### config.mk
export PLATFORM = sky130hd
export DESIGN_NAME = nx_mem_loader
export DESIGN_NICKNAME = d
export VERILOG_FILES = /design/src/rtl/nx_mem_loader.sv
export SDC_FILE = /design/constraint.sdc
export NUM_CORES = 1
export LEC_CHECK = 0
export BUFFER_PORTS_ARGS = -buffer_cell sky130_fd_sc_hd__clkbuf_2
export CAP_MARGIN = 25
export CORE_ASPECT_RATIO = 1.25
export CORE_MARGIN = 5
export CORE_UTILIZATION = 25
export CTS_CLUSTER_SIZE = 20
export DETAILED_ROUTE_END_ITERATION = 12
export MAX_ROUTING_LAYER = met4
export PLACE_DENSITY_LB_ADDON = 0.05
export SLEW_MARGIN = 20
export SYNTH_ARGS = -nofsm -noshare
export SYNTH_HDL_FRONTEND = slang
export SYNTH_SLANG_ARGS = --single-unit
### constraint.sdc
create_clock -name clk -period 8.45 [get_ports clk]
set_clock_uncertainty 0.05 [all_clocks]
set_input_delay 1.69 -clock clk [delete_from_list [all_inputs] [get_ports clk]]
set_output_delay 1.69 -clock clk [all_outputs]
set_load 0.03 [all_outputs]
### src/rtl/nx_mem_loader.sv
// Boot-time stream loader: parses header/base/data bursts from a valid/ready
// word stream and writes them into one of NCH target memories.
module nx_mem_loader #(
  parameter int             DW        = 32,
  parameter int             AW        = 32,
  parameter int             NCH       = 3,
  parameter int             LENW      = 16,
  parameter int             ADDR_INC  = 4,
  parameter logic [NCH-1:0] UNIT_MASK = 3'b100
) (
  input  logic           clk,
  input  logic           rst,
  input  logic           in_valid,
  input  logic [DW-1:0]  in_data,
  output logic           in_ready,
  output logic [NCH-1:0] wen,
  output logic [AW-1:0]  waddr,
  output logic [DW-1:0]  wdata,
  input  logic           restart,
  output logic           core_hold,
  output logic           done,
  output logic           err
);

  typedef enum logic [2:0] {S_HDR, S_BASE, S_DATA, S_DONE, S_ERR} state_t;

  state_t          state;
  logic [2:0]      ch;
  logic [AW-1:0]   addr;
  logic [LENW-1:0] cnt;

  logic            accept;
  logic [2:0]      hdr_ch;
  logic [7:0]      unit_ext;
  logic [AW-1:0]   step;
  logic [NCH-1:0]  ch_onehot;

  assign accept    = in_valid && in_ready;
  assign hdr_ch    = in_data[DW-1 -: 3];
  // Zero-extend so any 3-bit channel code can index the mask safely.
  assign unit_ext  = 8'(UNIT_MASK);
  assign step      = unit_ext[ch] ? AW'(1) : AW'(ADDR_INC);
  assign ch_onehot = NCH'(1) << ch;

  // NOTE: every register here, including the burst counters, is reset so a
  // mid-burst rst leaves nothing half-loaded; all state updates use <= so the
  // FSM, counters and outputs all sample pre-edge values consistently.
  always_ff @(posedge clk or posedge rst) begin
    if (rst) begin
      state     <= S_HDR;
      ch        <= '0;
      addr      <= '0;
      cnt       <= '0;
      in_ready  <= 1'b0;
      wen       <= '0;
      waddr     <= '0;
      wdata     <= '0;
      core_hold <= 1'b1;
      done      <= 1'b0;
      err       <= 1'b0;
    end else begin
      wen <= '0;
      case (state)
        S_HDR: begin
          in_ready <= 1'b1;
          if (accept) begin
            if (hdr_ch == 3'b111) begin
              state    <= S_DONE;
              in_ready <= 1'b0;
              done     <= 1'b1;
            end else if (int'(hdr_ch) >= NCH) begin
              state    <= S_ERR;
              in_ready <= 1'b0;
              err      <= 1'b1;
            end else begin
              ch    <= hdr_ch;
              cnt   <= in_data[LENW-1:0];
              state <= S_BASE;
            end
          end
        end
        S_BASE: begin
          if (accept) begin
            addr  <= in_data[AW-1:0];
            state <= (cnt == '0) ? S_HDR : S_DATA;
          end
        end
        S_DATA: begin
          if (accept) begin
            wen   <= ch_onehot;
            waddr <= addr;
            wdata <= in_data;
            addr  <= addr + step;
            cnt   <= cnt - 1'b1;
            if (cnt == LENW'(1)) state <= S_HDR;
          end
        end
        S_DONE: begin
          // Release the core one cycle after DONE, after the last write landed.
          core_hold <= 1'b0;
          if (restart) begin
            state     <= S_HDR;
            done      <= 1'b0;
            core_hold <= 1'b1;
            in_ready  <= 1'b1;
          end
        end
        S_ERR: begin
          if (restart) begin
            state    <= S_HDR;
            err      <= 1'b0;
            in_ready <= 1'b1;
          end
        end
        default: state <= S_HDR;
      endcase
    end
  end

endmodule

==> results of run 1 <==
==> cells in the mapped netlist, types with 3 or more instances <==
cell and count:
sky130_fd_sc_hd__o41ai_1 4, sky130_fd_sc_hd__a31oi_1 14, sky130_fd_sc_hd__o21a_1 8, sky130_fd_sc_hd__o21ai_0 31, sky130_fd_sc_hd__nor4_1 8, sky130_fd_sc_hd__mux2_2 4
sky130_fd_sc_hd__ha_1 6, sky130_fd_sc_hd__or4_1 4, sky130_fd_sc_hd__clkbuf_1 40, sky130_fd_sc_hd__xnor2_1 3, sky130_fd_sc_hd__nand4_1 6, sky130_fd_sc_hd__a41oi_1 5
sky130_fd_sc_hd__buf_1 3, sky130_fd_sc_hd__a211oi_1 5, sky130_fd_sc_hd__nor3b_1 4, sky130_fd_sc_hd__a21oi_1 49, sky130_fd_sc_hd__o32ai_1 5, sky130_fd_sc_hd__or2_2 4
sky130_fd_sc_hd__inv_1 9, sky130_fd_sc_hd__nor3_1 13, sky130_fd_sc_hd__nor2_1 39, sky130_fd_sc_hd__nand3_1 20, sky130_fd_sc_hd__o22a_1 9, sky130_fd_sc_hd__mux2i_1 3
sky130_fd_sc_hd__nand2b_1 3, sky130_fd_sc_hd__or3_1 5, sky130_fd_sc_hd__a2bb2oi_1 6, sky130_fd_sc_hd__dfrtp_1 124, sky130_fd_sc_hd__nand2_1 220, sky130_fd_sc_hd__o22ai_1 15
sky130_fd_sc_hd__and3_1 4
==> registers in the layout, summed over array words and instances, names as in the netlist <==
register	flops
core_hold	1
wen	3
addr	32
state	3
waddr	32
in_ready	1
done	1
wdata	32
ch	3
err	1
cnt	16
==> power groups by stage <==
stage               Sequential (uW)  Combinational (uW)  Clock, uW
floorplan                      1380                 622          0
global placement               1150                1250          0
detailed placement             1150                1260          0
CTS                            1150                1260        822
global route                   1190                1380        846
finish                         1150                1230        799
==> logic make-up (layout without fill, tap and decap cells) <==
kind of cell / after synthesis / in the layout / share of synthesized area
buffers and inverters: 55 / 153 / 0.0357
xor gates and xnor gates: 3 / 3 / 0.00434
AOI/OAI and AO/OA: 168 / 168 / 0.178
and+or+nand+nor: 339 / 339 / 0.240
adders and majority gates: 6 / 6 / 0.0124
muxes: 7 / 7 / 0.0124
DFF: 125 / 125 / 0.517
==> final cells by class <==
class	instances	share of cell area
inverters	9	0.00482
clock buffers	19	0.0601
well taps	325	0.0540
flip-flops and latches	125	0.416
multi-input cells	523	0.364
repair buffers	112	0.0764
clock inverters	13	0.0251
==> worst max-delay path, cell delays in order <==
cell and delay, ps:
sky130_fd_sc_hd__clkbuf_2 150, sky130_fd_sc_hd__nand2_1 210, sky130_fd_sc_hd__nor2_4 630, sky130_fd_sc_hd__buf_4 460
sky130_fd_sc_hd__nor2_1 150, sky130_fd_sc_hd__a311oi_1 290, sky130_fd_sc_hd__nor2_1 90
==> path summary, 6_finish.rpt <==
path / cells past startpoint / startpoint / to
max: 7 / in_valid / addr[26]
min: 2 / waddr[27] / waddr[27]
max reg2reg: 6 / state[2] / addr[26]
min reg2reg: 2 / waddr[27] / waddr[27]
max in group asynchronous: 3 / rst / addr[3]
min in group asynchronous: 2 / rst / state[0]
==> per-layer routing <==
layer | up-vias | track usage
li1 | 2640 | -
met1 | 2669 | 0.188
met2 | 119 | 0.251
met3 | 33 | 0.0313
met4 | 0 | 0.0601
met5 | - | -
==> stage by stage <==
stage	instance area [um2]	total power (uW)	util	worst slack, ps
global route	7530	3410	0.316	4740
global placement	6890	2390	0.289	4540
finish	7530	3180	0.316	5000
floorplan	6060	2000	-	3380
detailed placement	6890	2410	0.289	4480
CTS	7530	3230	0.316	4900
==> metrics.log, run 1 <==
INFO  metric run_status = finished, final reports clean
INFO  metric synth_top_cells_by_area = sky130_fd_sc_hd__dfrtp_1 (51%), sky130_fd_sc_hd__nand2_1 (14%), sky130_fd_sc_hd__a21oi_1 (4.0%)
INFO  metric hold_viol = 0
INFO  metric netlist.top_cell.by_area = sky130_fd_sc_hd__dfrtp_1
INFO  metric p_sw = between 1000 and 1500 uW
INFO  metric dieWidth = 149 um
INFO  metric routed_via_density = 4.85
INFO  metric max-slew-margin-rel = 0.428
INFO  metric timing.hold.worst.class = flop to flop
INFO  metric final.period_utilization = 0.408
INFO  metric max_cap_viol_count = 0
INFO  metric worst_ir_drop_vdd = 0.147 mV
INFO  metric detailedRoute.firstIterationViolations = 228
INFO  metric final_net_count = 830
INFO  metric detail_route.first_pass.iterations = 4
INFO  metric post_route_worst_hold_slack = 423 ps
INFO  metric hpwl = 13.6 mm
INFO  metric worst_skew_pair.late_latency = 420 ps
INFO  metric worstPathRequired = 8700 ps
INFO  metric fmaxAchievable = between 200 and 300 MHz
INFO  metric first_pass_grt_wire_length = 31.9 mm
INFO  metric share_comb_of_total_power = 0.388
INFO  metric cellInternalPower = 1790 uW
INFO  metric grt_pass1_vias = roughly 5700
INFO  metric synth_edf_count = 0
INFO  metric ant_nets = 0
INFO  metric drive_above_1_share = 0.203
INFO  metric met2_wirelength = 9.83 mm
INFO  metric htree_num_levels = 4
INFO  metric antennaDiodeCount = 0
INFO  metric switching_share = 0.438
INFO  metric m1WireLength = 8.74 mm
INFO  metric highest_metal_layer_with_signal_wires = met4
INFO  metric worst-slew-pin-transition = 858 ps
INFO  metric rrSetupSlack = 5090 ps
INFO  metric sum_of_overflow_across_all_layers_after_global_routing = 0
INFO  metric sequential_share_of_power = 0.361
INFO  metric port_buffers = 106
INFO  metric ys_async_sr_fraction = 1.00
INFO  metric floorplan.core_area = 23800 um2
INFO  metric die_y = 184 um
INFO  metric fillCellCount = 2637
INFO  metric synthesis.nets = about 750
INFO  metric placement_rows = 63
INFO  metric post_synth_inst_count = 703
INFO  metric layout-area-overhead-vs-synth = 24.3%
INFO  metric io_pins = approximately 110
INFO  metric synth_top_area_share = 0.512
INFO  metric globalplace.congestion = 0.778
INFO  metric grt_antenna_before_repair = 0
INFO  metric clkTransAtPathRegs = about 60 ps
INFO  metric rsz0062_at_grt = no
INFO  metric initial_utilization = 0.254
INFO  metric final.min_clock_period = ~3400 ps
INFO  metric post_layout_nonfiller_instances = about 1100
INFO  metric synth.lib_cells_used.distinct = 54
INFO  metric cts-resized-gates = 0
INFO  metric setup_tns = 0 ps
INFO  metric timing.critical_path.from_type = input port
INFO  metric synth_ff_type = sky130_fd_sc_hd__dfrtp_1
INFO  metric cp_max_fo = 36
INFO  metric root_buffer_selected_by_cts = sky130_fd_sc_hd__clkbuf_16
INFO  metric multi_input_area = 2740 um2
INFO  metric route.vias.total = 5461
INFO  metric sequential_cell_area_in_the_final_layout = 3130 um2
INFO  metric post_drt_wl_per_cell = 17.6 um
INFO  metric cts-root-to-sink-buffers = 2
INFO  metric worst_setup_path_end_kind = flop
INFO  metric holdBufCountCts = 0
INFO  metric dieArea = between 20000 and 30000 um2
INFO  metric drt_drc_violations_left = 0
INFO  metric postCtsSetupBuffers = 0
INFO  metric met3WireLength = 674 um
INFO  metric power.density_cell_area = 423 nW/um2
INFO  metric yosysSeqAreaShare = 0.517
INFO  metric layout.cells.most_common_list = sky130_fd_sc_hd__nand2_1 (220), sky130_fd_sc_hd__dfrtp_1 (124), sky130_fd_sc_hd__clkbuf_2 (106)
INFO  metric report.final.slew_viol_count = 0
INFO  metric grt_max_degree = 73
INFO  metric dp_cells = 1094
INFO  metric ys_ff_latch = 125
INFO  metric final_common_cell = sky130_fd_sc_hd__nand2_1
INFO  metric gr-usage-all-layers = 0.154
INFO  metric tritoncts_clock_tree = built
INFO  metric synthesis.area = 6060 um2
INFO  metric clock_power_share = 0.251
INFO  metric cts_sinks = 125
INFO  metric cts_inserted_buffers = 17
INFO  metric total_leakage_power = roughly 0.0035 uW
INFO  metric drt-total-wl = 19.8 mm
INFO  metric synth.yosys.warnings = 0
INFO  metric cp_data_arrival_time = between 3000 and 4000 ps
INFO  metric worstSetupPathType = input port to flop
INFO  metric post_synth.cell_area_avg = 8.62 um2
INFO  metric setup_viol = 0
No activity file was read; power rests on OpenSTA's default activity.
==> run 2, diff against run 1 <==
- ABC_AREA: unset -> 1
- clock period: 8.45 -> 3.4 ns (I/O delays scaled with it)
==> metrics.log, run 2 <==
INFO  metric ys_async_sr_fraction = 1.00 (unchanged)
INFO  metric synth_top_area_share = 0.472 (-0.0401)
INFO  metric holdBufCountCts = 0 (unchanged)
INFO  metric post_drt_wl_per_cell = 15.6 um (-11%)
INFO  metric final_net_count = 1017 (+23%)
INFO  metric max-slew-margin-rel = 0.456 (+0.0286)
INFO  metric first_pass_grt_wire_length = 33.3 mm (+4.5%)
INFO  metric p_sw = 3460 uW (+150%)
INFO  metric routed_via_density = 4.37 (-9.9%)
INFO  metric dieArea = 29600 um2 (+8.0%)
INFO  metric sum_of_overflow_across_all_layers_after_global_routing = 0 (unchanged)
INFO  metric initial_utilization = 0.253 (-0.00182)
INFO  metric fillCellCount = 2892 (+9.7%)
INFO  metric detailedRoute.firstIterationViolations = 202 (-11%)
INFO  metric grt_pass1_vias = 6018 (+6.5%)
INFO  metric share_comb_of_total_power = 0.409 (+0.021)
INFO  metric worst_skew_pair.late_latency = 430 ps (about the same)
INFO  metric multi_input_area = 2940 um2 (+7.1%)
INFO  metric layout-area-overhead-vs-synth = 22.7%
INFO  metric path_cells = nor3_1 > inv_1 > ha_1 > nand3_1 > nand2_1 > nand2_1 > nor2_1 > nand2_1 > o21ai_0 > nand2_1 > nand2_1 > inv_1
INFO  metric grt_antenna_before_repair = 0 (unchanged)
INFO  metric timing.hold.worst.class = input port to async pin
INFO  metric worst_setup_path_end_kind = flop
INFO  metric detail_route.first_pass.iterations = 4 (unchanged)
INFO  metric tritoncts_clock_tree = built
INFO  metric worst_ir_drop_vdd = 0.390 mV (+160%)
INFO  metric synthesis.area = 6570 um2 (+8.5%)
INFO  metric post_synth_inst_count = 872 (+24%)
INFO  metric crit_top_cell = sky130_fd_sc_hd__nand2_1
INFO  metric worstPathRequired = 3670 ps (-5030 ps)
INFO  metric antennaDiodeCount = 0 (unchanged)
INFO  metric synth_edf_count = 0 (unchanged)
INFO  metric dieWidth = 155 um (+3.9%)
INFO  metric globalplace.congestion = 0.809 (+4.0%)
INFO  metric yosysSeqAreaShare = 0.476 (-0.0404)
INFO  metric placement.setup.worst_slack = 992 ps (-3490 ps)
INFO  metric run_status = finished, final reports clean
INFO  metric critPathMaxStageDelay = 390 ps (-240 ps)
INFO  metric synth.lib_cells_used.distinct = 37 (-31%)
INFO  metric cts-root-to-sink-buffers = 2 (unchanged)
INFO  metric report.final.slew_viol_count = 0 (unchanged)
INFO  metric hpwl = 14.9 mm (+9.8%)
INFO  metric placement_rows = 66 (+4.8%)
INFO  metric gr-usage-all-layers = 0.149 (-0.00475)
INFO  metric ant_nets = 0 (unchanged)
INFO  metric grt_max_degree = 126 (+73%)
INFO  metric cts_inserted_buffers = 17 (unchanged)
INFO  metric layout_top_registers = addr: 32 flops, waddr: 32 flops, wdata: 32 flops
INFO  metric switching_share = 0.442 (+0.00406)
INFO  metric ys_top_cells_by_count = sky130_fd_sc_hd__nand2_1 (293), sky130_fd_sc_hd__dfrtp_1 (124), sky130_fd_sc_hd__o21ai_0 (108), sky130_fd_sc_hd__inv_1 (92), sky130_fd_sc_hd__nor2_1 (90)
INFO  metric max_cap_viol_count = 0 (unchanged)
INFO  metric timing.critical_path.from_type = flop
INFO  metric final_common_cell = sky130_fd_sc_hd__nand2_1
INFO  metric cp_data_arrival_time = 2660 ps (-1040 ps)
INFO  metric synth_ff_type = sky130_fd_sc_hd__dfrtp_1
INFO  metric cp_top_family = simple AND/OR/NAND/NOR gates
INFO  metric sequential_cell_area_in_the_final_layout = 3130 um2 (unchanged)
INFO  metric floorplan.core_area = 26000 um2 (+9.3%)
INFO  metric route.vias.total = 5796 (+6.1%)
INFO  metric total_leakage_power = 0.00404 uW (+16%)
INFO  metric die_y = 191 um (+3.9%)
INFO  metric post_route_worst_hold_slack = 317 ps (-105 ps)
INFO  metric synth.yosys.warnings = 0 (unchanged)
INFO  metric postCtsSetupBuffers = 0 (unchanged)
INFO  metric cp_max_fo = 6 (-83%)
INFO  metric critPathBufInv = 2 (unchanged)
INFO  metric clkTransAtPathRegs = 60 ps (about the same)
INFO  metric synth_top_cells_by_area = sky130_fd_sc_hd__dfrtp_1 (47%), sky130_fd_sc_hd__nand2_1 (17%), sky130_fd_sc_hd__o21ai_0 (8.2%)
INFO  metric worst-slew-pin-transition = 815 ps (-42.9 ps)
INFO  metric rsz0062_at_grt = no
INFO  metric htree_num_levels = 4 (unchanged)
INFO  metric port_buffers = 106 (unchanged)
INFO  metric final.period_utilization = 0.701
INFO  metric root_buffer_selected_by_cts = sky130_fd_sc_hd__clkbuf_16
INFO  metric power.density_cell_area = 972 nW/um2 (+130%)
INFO  metric drt_drc_violations_left = 0 (unchanged)
INFO  metric synthesis.nets = 914 (+23%)
INFO  metric setup_viol = 0 (unchanged)
INFO  metric cts_sinks = 125 (unchanged)
INFO  metric worstSetupPathType = flop to flop
INFO  metric fmaxAchievable = 420 MHz
INFO  metric setup_tns = 0 ps (unchanged)
INFO  metric io_pins = 107 (unchanged)
INFO  metric drt-total-wl = 20.7 mm (+4.9%)
INFO  metric finalWorstSetupSlack = 1020 ps (-3990 ps)
INFO  metric sequential_share_of_power = 0.347 (-0.014)
INFO  metric crit_slowest_cell = sky130_fd_sc_hd__dfrtp_1
INFO  metric layout.cells.most_common_list = sky130_fd_sc_hd__nand2_1 (293), sky130_fd_sc_hd__dfrtp_1 (124), sky130_fd_sc_hd__o21ai_0 (108)
INFO  metric drive_above_1_share = 0.175 (-0.0282)
INFO  metric final.min_clock_period = 2380 ps
INFO  metric ys_ff_latch = 125 (unchanged)
INFO  metric clock_power_share = 0.244 (-0.007)
INFO  metric report.power.total = 7830 uW (+150%)
INFO  metric cellInternalPower = 4370 uW (+140%)
INFO  metric cts-resized-gates = 0 (unchanged)
INFO  metric hold_viol = 0 (unchanged)
INFO  metric synthMostInstantiatedCell = sky130_fd_sc_hd__nand2_1
INFO  metric post_synth.cell_area_avg = 7.54 um2 (-13%)
INFO  metric netlist.top_cell.by_area = sky130_fd_sc_hd__dfrtp_1
==> run 2: cell types whose count changed in the layout (fill, tap and decap cells not counted), sizes merged, moves of 10 or more <==
cell   before  now
mux2        4   21
nand3      21   46
a21oi      49   25
o22a       10    0
inv        10   95
o21ai      31  109
a31oi      14    4
nand2     220  297
o22ai      15    1
nor2       39   92
==> run 2: tightest hold or removal path, stage by stage <==
cell and delay (ps):
sky130_fd_sc_hd__clkbuf_2 100, sky130_fd_sc_hd__clkinvlp_4 70, sky130_fd_sc_hd__buf_12 410
==> run 2: routing by layer <==
layer  track usage  share of wire
met1         0.176           0.43
met2         0.259           0.53
met3        0.0279          0.026
met4        0.0455          0.013
met5             -              0
==> run 2: worst paths after layout <==
| kind | from | to | slack, ps | cells past startpoint |
|---|---|---|---|---|
| min reg2reg | ch[1] | wen[0] | 400 | 1 |
| min in group clk | ch[1] | wen[0] | 400 | 1 |
| max | ch[2] | addr[22] | 1020 | 12 |
| min | rst | wdata[20] | 320 | 3 |
| max reg2reg | ch[2] | addr[22] | 1020 | 12 |
| max in group asynchronous | rst | waddr[18] | 2300 | 3 |
==> run 2: cell families after synthesis <==
group                      count (synthesis)  share of synthesized area
and+or+nand+nor                          448                      0.275
DFF                                      125                      0.476
muxes                                     21                     0.0417
adders and majority gates                  6                     0.0114
AOI/OAI and AO/OA                        148                      0.119
buffers and inverters                    124                     0.0769
==> run 2: through the flow <==
stage          utilization  cells  area (um2)
2_1_floorplan            -    872        6580
3_3_place_gp         0.287   1296        7460
3_5_place_dp         0.287   1296        7460
4_1_cts              0.310   1327        8060
5_1_grt              0.310   1327        8060
6_report             0.310   1327        8060
==> run 2: area by class of cell <==
cell class | instances | area share
clock inverters | 7 | 0.0137
multi-input cells | 623 | 0.364
inverters | 96 | 0.0455
flip-flops and latches | 125 | 0.388
repair buffers | 112 | 0.0745
well taps | 340 | 0.0528
clock buffers | 24 | 0.0610
==> run 2: power groups by stage <==
stage,Sequential [uW],Clock (uW),Combinational (uW)
floorplan,3320,0,1650
global placement,2760,0,3280
detailed placement,2750,0,3280
CTS,2730,1970,3290
global route,2830,2030,3620
finish,2720,1910,3200
